File: config.mk
export PLATFORM = sky130hd
export DESIGN_NAME = restoring_divider
export DESIGN_NICKNAME = d
export VERILOG_FILES = /design/src/rtl/restoring_divider.sv
export SDC_FILE = /design/constraint.sdc
export NUM_CORES = 1
export LEC_CHECK = 0
export BUFFER_PORTS_ARGS = -buffer_cell sky130_fd_sc_hd__buf_2
export CAP_MARGIN = 20
export CORE_MARGIN = 1.5
export CORE_UTILIZATION = 45
export CTS_BUF_LIST = sky130_fd_sc_hd__clkbuf_8
export DETAILED_ROUTE_END_ITERATION = 6
export HOLD_SLACK_MARGIN = 0.02
export PLACE_DENSITY = 0.72
export SLEW_MARGIN = 25
export SYNTH_ARGS = -nofsm -noshare
export SYNTH_HDL_FRONTEND = slang
export SYNTH_SLANG_ARGS = --single-unit
File: constraint.sdc
create_clock -name clk -period 4.6 [get_ports clk]
set_input_delay 1.15 -clock clk [delete_from_list [all_inputs] [get_ports clk]]
set_output_delay 1.15 -clock clk [all_outputs]
set_load 0.01 [all_outputs]
File: src/rtl/restoring_divider.sv
`default_nettype none
// ============================================================================
// Module      : restoring_divider
// Description : Sequential restoring divider, one quotient bit per clock.
//               Produces quotient and remainder of two WIDTH-bit operands
//               behind a start/done handshake. Define DIVIDER_SIGNED_EN to
//               build the two's-complement variant, which adds a FIXUP cycle
//               that applies the result signs.
// Revision    : 1.0 - initial release
// ============================================================================
module restoring_divider #(
  parameter int WIDTH = 8
) (
  input  logic             clk,
  input  logic             rst,
  input  logic             start,
  input  logic [WIDTH-1:0] dividend,
  input  logic [WIDTH-1:0] divisor,
  output logic [WIDTH-1:0] quotient,
  output logic [WIDTH-1:0] remainder,
  output logic             busy,
  output logic             done,
  output logic             div0
);

  localparam int CNT_W = $clog2(WIDTH);
  localparam logic [WIDTH-1:0] ONE = {{(WIDTH-1){1'b0}}, 1'b1};

  typedef enum logic [2:0] {
    S_IDLE  = 3'd0,
    S_LOAD  = 3'd1,
    S_ITER  = 3'd2,
`ifdef DIVIDER_SIGNED_EN
    S_FIXUP = 3'd4,
`endif
    S_DONE  = 3'd3
  } state_t;

  state_t           state_q;
  logic [WIDTH-1:0] d_q;      // latched divisor (magnitude in signed builds)
  logic [WIDTH-1:0] q_q;      // dividend shifting out, quotient shifting in
  logic [WIDTH-1:0] r_q;      // partial remainder; always < divisor so WIDTH bits suffice
  logic [CNT_W-1:0] cnt_q;

  logic [WIDTH:0]   t_w;      // shifted partial remainder, one bit wider than R
  logic             ge_w;
  logic [WIDTH-1:0] r_d;
  logic [WIDTH-1:0] q_d;
  logic [WIDTH-1:0] dvd_load_d;
  logic [WIDTH-1:0] dvs_load_d;

`ifdef DIVIDER_SIGNED_EN
  logic sq_q;                 // quotient must be negated
  logic sr_q;                 // remainder must be negated (follows dividend sign)
  logic sq_d;
  logic sr_d;
`endif

  // One restoring step: shift in the next dividend bit, subtract if it fits.
  always_comb begin
    t_w  = {r_q, q_q[WIDTH-1]};
    ge_w = (t_w >= {1'b0, d_q});
    if (ge_w) begin
      // Difference is below the divisor, so the top bit is always zero.
      r_d = WIDTH'(t_w - {1'b0, d_q});
    end else begin
      r_d = t_w[WIDTH-1:0];
    end
    q_d = {q_q[WIDTH-2:0], ge_w};
  end

  // Operand conditioning for LOAD: magnitudes and result signs when signed.
  always_comb begin
`ifdef DIVIDER_SIGNED_EN
    dvd_load_d = dividend[WIDTH-1] ? (~dividend + ONE) : dividend;
    dvs_load_d = divisor[WIDTH-1]  ? (~divisor + ONE)  : divisor;
    sq_d       = dividend[WIDTH-1] ^ divisor[WIDTH-1];
    sr_d       = dividend[WIDTH-1];
`else
    dvd_load_d = dividend;
    dvs_load_d = divisor;
`endif
  end

  // Control FSM with the datapath registers and registered result outputs.
  always_ff @(posedge clk) begin
    if (!rst) begin
      state_q   <= S_IDLE;
      d_q       <= '0;
      q_q       <= '0;
      r_q       <= '0;
      cnt_q     <= '0;
      quotient  <= '0;
      remainder <= '0;
      busy      <= 1'b0;
      done      <= 1'b0;
      div0      <= 1'b0;
`ifdef DIVIDER_SIGNED_EN
      sq_q      <= 1'b0;
      sr_q      <= 1'b0;
`endif
    end else begin
      case (state_q)
        S_IDLE: begin
          if (start) begin
            state_q <= S_LOAD;
            busy    <= 1'b1;
          end
        end

        S_LOAD: begin
          d_q   <= dvs_load_d;
          q_q   <= dvd_load_d;
          r_q   <= '0;
          cnt_q <= CNT_W'(WIDTH - 1);
          div0  <= 1'b0;
`ifdef DIVIDER_SIGNED_EN
          sq_q  <= sq_d;
          sr_q  <= sr_d;
`endif
          if (divisor == '0) begin
            // Divide by zero short-circuits: all-ones quotient, dividend as remainder.
            quotient  <= '1;
            remainder <= dividend;
            div0      <= 1'b1;
            busy      <= 1'b0;
            done      <= 1'b1;
            state_q   <= S_DONE;
          end else begin
            state_q <= S_ITER;
          end
        end

        S_ITER: begin
          r_q <= r_d;
          q_q <= q_d;
          if (cnt_q == '0) begin
`ifdef DIVIDER_SIGNED_EN
            state_q <= S_FIXUP;
`else
            quotient  <= q_d;
            remainder <= r_d;
            busy      <= 1'b0;
            done      <= 1'b1;
            state_q   <= S_DONE;
`endif
          end else begin
            cnt_q <= cnt_q - CNT_W'(1);
          end
        end

`ifdef DIVIDER_SIGNED_EN
        S_FIXUP: begin
          // Truncating division: quotient sign from operand signs, remainder from dividend.
          quotient  <= sq_q ? (~q_q + ONE) : q_q;
          remainder <= sr_q ? (~r_q + ONE) : r_q;
          busy      <= 1'b0;
          done      <= 1'b1;
          state_q   <= S_DONE;
        end
`endif

        S_DONE: begin
          // Wait for the requester to drop start; never re-enters LOAD directly.
          if (!start) begin
            done    <= 1'b0;
            state_q <= S_IDLE;
          end
        end

        default: begin
          busy    <= 1'b0;
          done    <= 1'b0;
          state_q <= S_IDLE;
        end
      endcase
    end
  end

endmodule
`default_nettype wire
======== Word level (Yosys, flattened, before mapping) ========
Cells that the tools add are included.
storage, ports and cells
  memories ................................ 0
  memory bits (read-only) ................. 0
  output and inout bits ................... 19
  memory bits (writable) .................. 0
  bits in latches ......................... 0
  input port bits ......................... 19
  bits in registers ....................... 49
  logic and storage cells ................. 57
cells by class
  muxes and demuxes ....................... 25
  bitwise logic cells ..................... 2
  shifts and indexed selects .............. 0
  equality and inequality tests ........... 8
  order comparisons ....................... 1
  div/mod/pow operators ................... 0
  add/sub/neg operators ................... 2
  multipliers ............................. 0
  reductions and logical operators ........ 9
operator list
  operator                                                               count
  8-bit one-hot mux with 2 select lines                                  4
  8-bit 2-to-1 mux                                                       5
  3-bit 2-to-1 mux                                                       4
  3-bit one-hot mux with 4 select lines                                  1
  2-bit inequality test, second input constant                           5
  9-bit by 8-bit greater-or-equal comparator with 1-bit output           1
  8-bit zero test                                                        1
  1-bit 2-to-1 mux                                                       8
  1-bit one-hot mux with 4 select lines                                  2
  4-bit AND reduction                                                    2
  8-bit subtractor                                                       1
  3-bit by 2-bit equality test with 1-bit output, second input constant  2
  3-bit zero test                                                        2
  3-bit one-hot mux with 2 select lines                                  1
  3-bit AND reduction                                                    2
  3-bit by 1-bit equality test with 1-bit output, second input constant  1
  3-bit by 1-bit subtractor with 3-bit output, second input constant     1
  1-bit NOT                                                              2
  2-bit AND reduction                                                    1
  2-bit nonzero test                                                     1

======== Logic depth before layout (Yosys ltp) ========
  word-level depth ........................ 4
  gate-level depth with buffers ........... 9
  mapped depth without buffers ............ 9

======== Worst setup path after synthesis ========
No wires, ideal clock.
  path kind ............................... input port to flip-flop
  from .................................... input port divisor[0]
  to ...................................... register remainder[1]
  setup slack ............................. 2.127 ns
  data arrival time ....................... 2.354 ns
  buffers on the path ..................... 1
  cell stages on the path ................. 7
  data required time ...................... 4.481 ns
  setup time .............................. 0.119 ns
  cell sequence ........................... nor4_2 > nand2_1 > a21o_1 > nor2_4 > buf_4 > o21ai_0 > o221a_1
on the way
  word-level cells in the longest chain between the ends .. 3
RTL lines
  element                          line  RTL
  start: declaration               18    input logic [WIDTH-1:0] divisor,
  8-bit zero test                  121   if (divisor == '0) begin
  2-bit inequality test (no line)  n/a
  3-bit AND reduction (no line)    n/a
  end signal: assignment           124   remainder <= dividend;
  end signal: assignment           142   remainder <= r_d;
  end: declaration                 20    output logic [WIDTH-1:0] remainder,
No other way between the ends.
A chain may end at the register's enable or synchronous reset.

======== Worst setup path after layout ========
  from .................................... input port divisor[3]
  to ...................................... register remainder[0]
The elaborated chain is that of the path after synthesis.

==> flow_summary.json <==
{
  "gp_routability_congestion": 0.867,
  "worstPathRequired_ps": 4800,
  "die-height_um": 77.4,
  "end_kind": "flip-flop",
  "status": "complete, no violations",
  "cts_setup_buffers": 0,
  "synth-simple-area-share": 0.145,
  "timing.hold.worst_endpoint": "div0$_SDFFE_PN0P_",
  "cp-start-kind": "primary input",
  "synth_fp_nets": 309,
  "ioPinCount": 38,
  "fillers": 494,
  "ys_ff_latch": 48,
  "drc": 0,
  "leakage_nw": 1.21,
  "hpwlAfterDp_um": 3960,
  "layout_commonest_cell": "dfxtp_1",
  "ys_seq_area_frac": 0.386,
  "hp-start": "div0$_SDFFE_PN0P_",
  "muxShareOfSynthArea": 0.0763,
  "hold_class": "flip-flop to flip-flop",
  "critical_path_class": "primary input to flip-flop",
  "synthXorXnorAreaFrac": 0.0211,
  "cts-root-buf": "clkbuf_8",
  "worstMarginPinSlew_ps": 755,
  "powerDensity_nw_per_um2": 735,
  "synthCells": 274,
  "grt_pass1_wl_um": 8950,
  "final_hold_viol_count": 0,
  "synth_top_family_by_area": "compound AO/OA/AOI/OAI gates",
  "setup.worst_path.start": "divisor[3]",
  "ir_worst_vdd_mv": 0.491,
  "tns_ps": 0,
  "portBuffers": 37,
  "ctsResizeCount": 0,
  "period_needed_ps": 2660,
  "htree_levels": 2,
  "reg2reg_to": "remainder[3]$_SDFFE_PN0P_",
  "whs_ps": 469,
  "wl_um": 5430,
  "antenna_cells": 0,
  "antenna_left": 0,
  "setup_viol": 0,
  "drv_cap": 0,
  "seq_area_um2": 961,
  "nets": 339,
  "grtUsageTotal": 0.185,
  "clk_latency_ps": 310,
  "syn2layout_area_growth_pct": 13.7,
  "placed_cells": 367,
  "drtPass1Iterations": 4,
  "cts_num_sinks": 48,
  "synthesis.area_um2": 2490,
  "cts_tree": "built",
  "via_per_inst": 5.53,
  "cts_buffer_depth": 2,
  "netlist-cell-type-count": 44,
  "rsz0062_at_grt": "false",
  "via_count": 2073,
  "holdPathStages": 2,
  "crit_fanout": 22,
  "rows": 26,
  "syn_area_per_cell_um2": 9.09,
  "reg2reg_from": "d_q[4]$_SDFFE_PN0P_",
  "core_region_area_um2": 5240,
  "die_w_um": 77.4,
  "multi_input_area_um2": 1380,
  "rr_worst_depth": 8,
  "drt_iter0_markers": 107,
  "wire_per_inst_um": 14.5,
  "grt_pass1_vias": 1888,
  "die_area_um2": 5990,
  "overflow": 0,
  "grt_max_degree": 25,
  "final_cell_mix": "dfxtp_1 (48), buf_2 (37), nor2_1 (28)",
  "start_util": 0.476,
  "maxSlewViolCount": 0,
  "period_share": 0.579,
  "clkTransAtPathRegs_ps": 90,
  "stdcell_count": 375,
  "slew_headroom": 0.496,
  "max_freq_mhz": 376,
  "cts_hold_buf": 0,
  "antenna_found_initial": 0,
  "synth_adder_area_share": 0.0834,
  "reg2reg_slack_ps": 2190,
  "yosysWarnings": 0,
  "synth-compound-area-share": 0.228,
  "drive_above_1_share": 0.207,
  "finClkSkew_ps": 12.6,
  "crit_arrival_ps": 2860,
  "cts_inserted_buffers": 5
}
how the worst max path moves through the flow:
stage,slack (ps),to
after global placement,1650,remainder[1]$_SDFFE_PN0P_
after global routing,1720,remainder[0]$_SDFFE_PN0P_
after CTS,1920,remainder[1]$_SDFFE_PN0P_
after detailed placement,1600,remainder[0]$_SDFFE_PN0P_
final,1940,remainder[0]$_SDFFE_PN0P_
after floorplan,2130,remainder[1]$_SDFFE_PN0P_
critical path, cell delays in order:
cell	delay (ps)
buf_2	110
nor4_2	390
nand2_1	160
a21o_1	270
nor2_4	390
o21ai_0	170
o221a_1	230
cell families after synthesis:
| family | count (synthesis) |
|---|---|
| adders and majority gates | 16 |
| muxes | 19 |
| buffers and inverters | 35 |
| DFF | 48 |
| AOI/OAI and AO/OA | 75 |
| xor gates and xnor gates | 6 |
| and+or+nand+nor | 75 |
through the flow:
| step | util | worst slack, ps | power, mW | cell area, µm² |
|---|---|---|---|---|
| floorplan | - | 2130 | 1.49 | 2490 |
| global placement | 0.514 | 1650 | 1.70 | 2690 |
| detailed placement | 0.514 | 1600 | 1.72 | 2690 |
| CTS | 0.541 | 1920 | 2.09 | 2830 |
| global route | 0.541 | 1720 | 2.23 | 2830 |
| finish | 0.541 | 1940 | 2.08 | 2830 |
area by class of cell:
| class | count | share of cell area |
|---|---|---|
| multi-input combinational | 191 | 0.487 |
| timing repair buffer | 38 | 0.0681 |
| clock inverter | 3 | 0.0243 |
| sequential | 48 | 0.339 |
| inverter | 20 | 0.0265 |
| tap | 70 | 0.0309 |
| clock buffer | 5 | 0.0243 |
per-layer routing:
layer	track usage	share of wire	vias up
li1	-	-	1046
met1	0.245	0.49	981
met2	0.308	0.46	38
met3	0.0388	0.037	8
met4	0.0436	0.012	0
met5	0	0	-
flip-flops by register name, indices dropped and copies added, names as in the netlist:
register,cells
quotient,8
d_q,8
done,1
q_q,8
r_q,8
cnt_q,3
busy,1
state_q,2
remainder,8
div0,1
cells in the mapped netlist (all sizes together):
library cell	n	area, µm²
nor2	31	129
a2111oi	1	27.5
nand3	12	60.1
nor2b	7	43.8
nor4	2	25.0
xnor2	2	17.5
o221ai	5	43.8
ha	15	188
o221a	9	101
a32oi	2	17.5
and2	1	6.26
a221oi	1	8.76
a21boi	1	7.51
inv	20	75.1
xor2	4	35.0
a41o	1	11.3
o211ai	1	7.51
mux2i	19	190
a21o	3	23.8
buf	8	51.3
a211o	1	8.76
o21a	2	15.0
nand2b	1	6.26
o21ai	14	70.1
a211oi	11	82.6
o211a	2	20.0
nor3	5	25.0
fa	1	20.0
and3	1	6.26
a31oi	2	12.5
nand2	15	58.8
clkbuf	7	26.3
dfxtp	48	961
a21oi	17	88.8
a32o	2	20.0
where the power goes:
group	total [mW]	internal, mW	switching, mW
clock	0.370	0.219	0.151
sequential	0.645	0.558	0.0869
combinational	1.07	0.432	0.635
(Power assumes the default switching activity.)
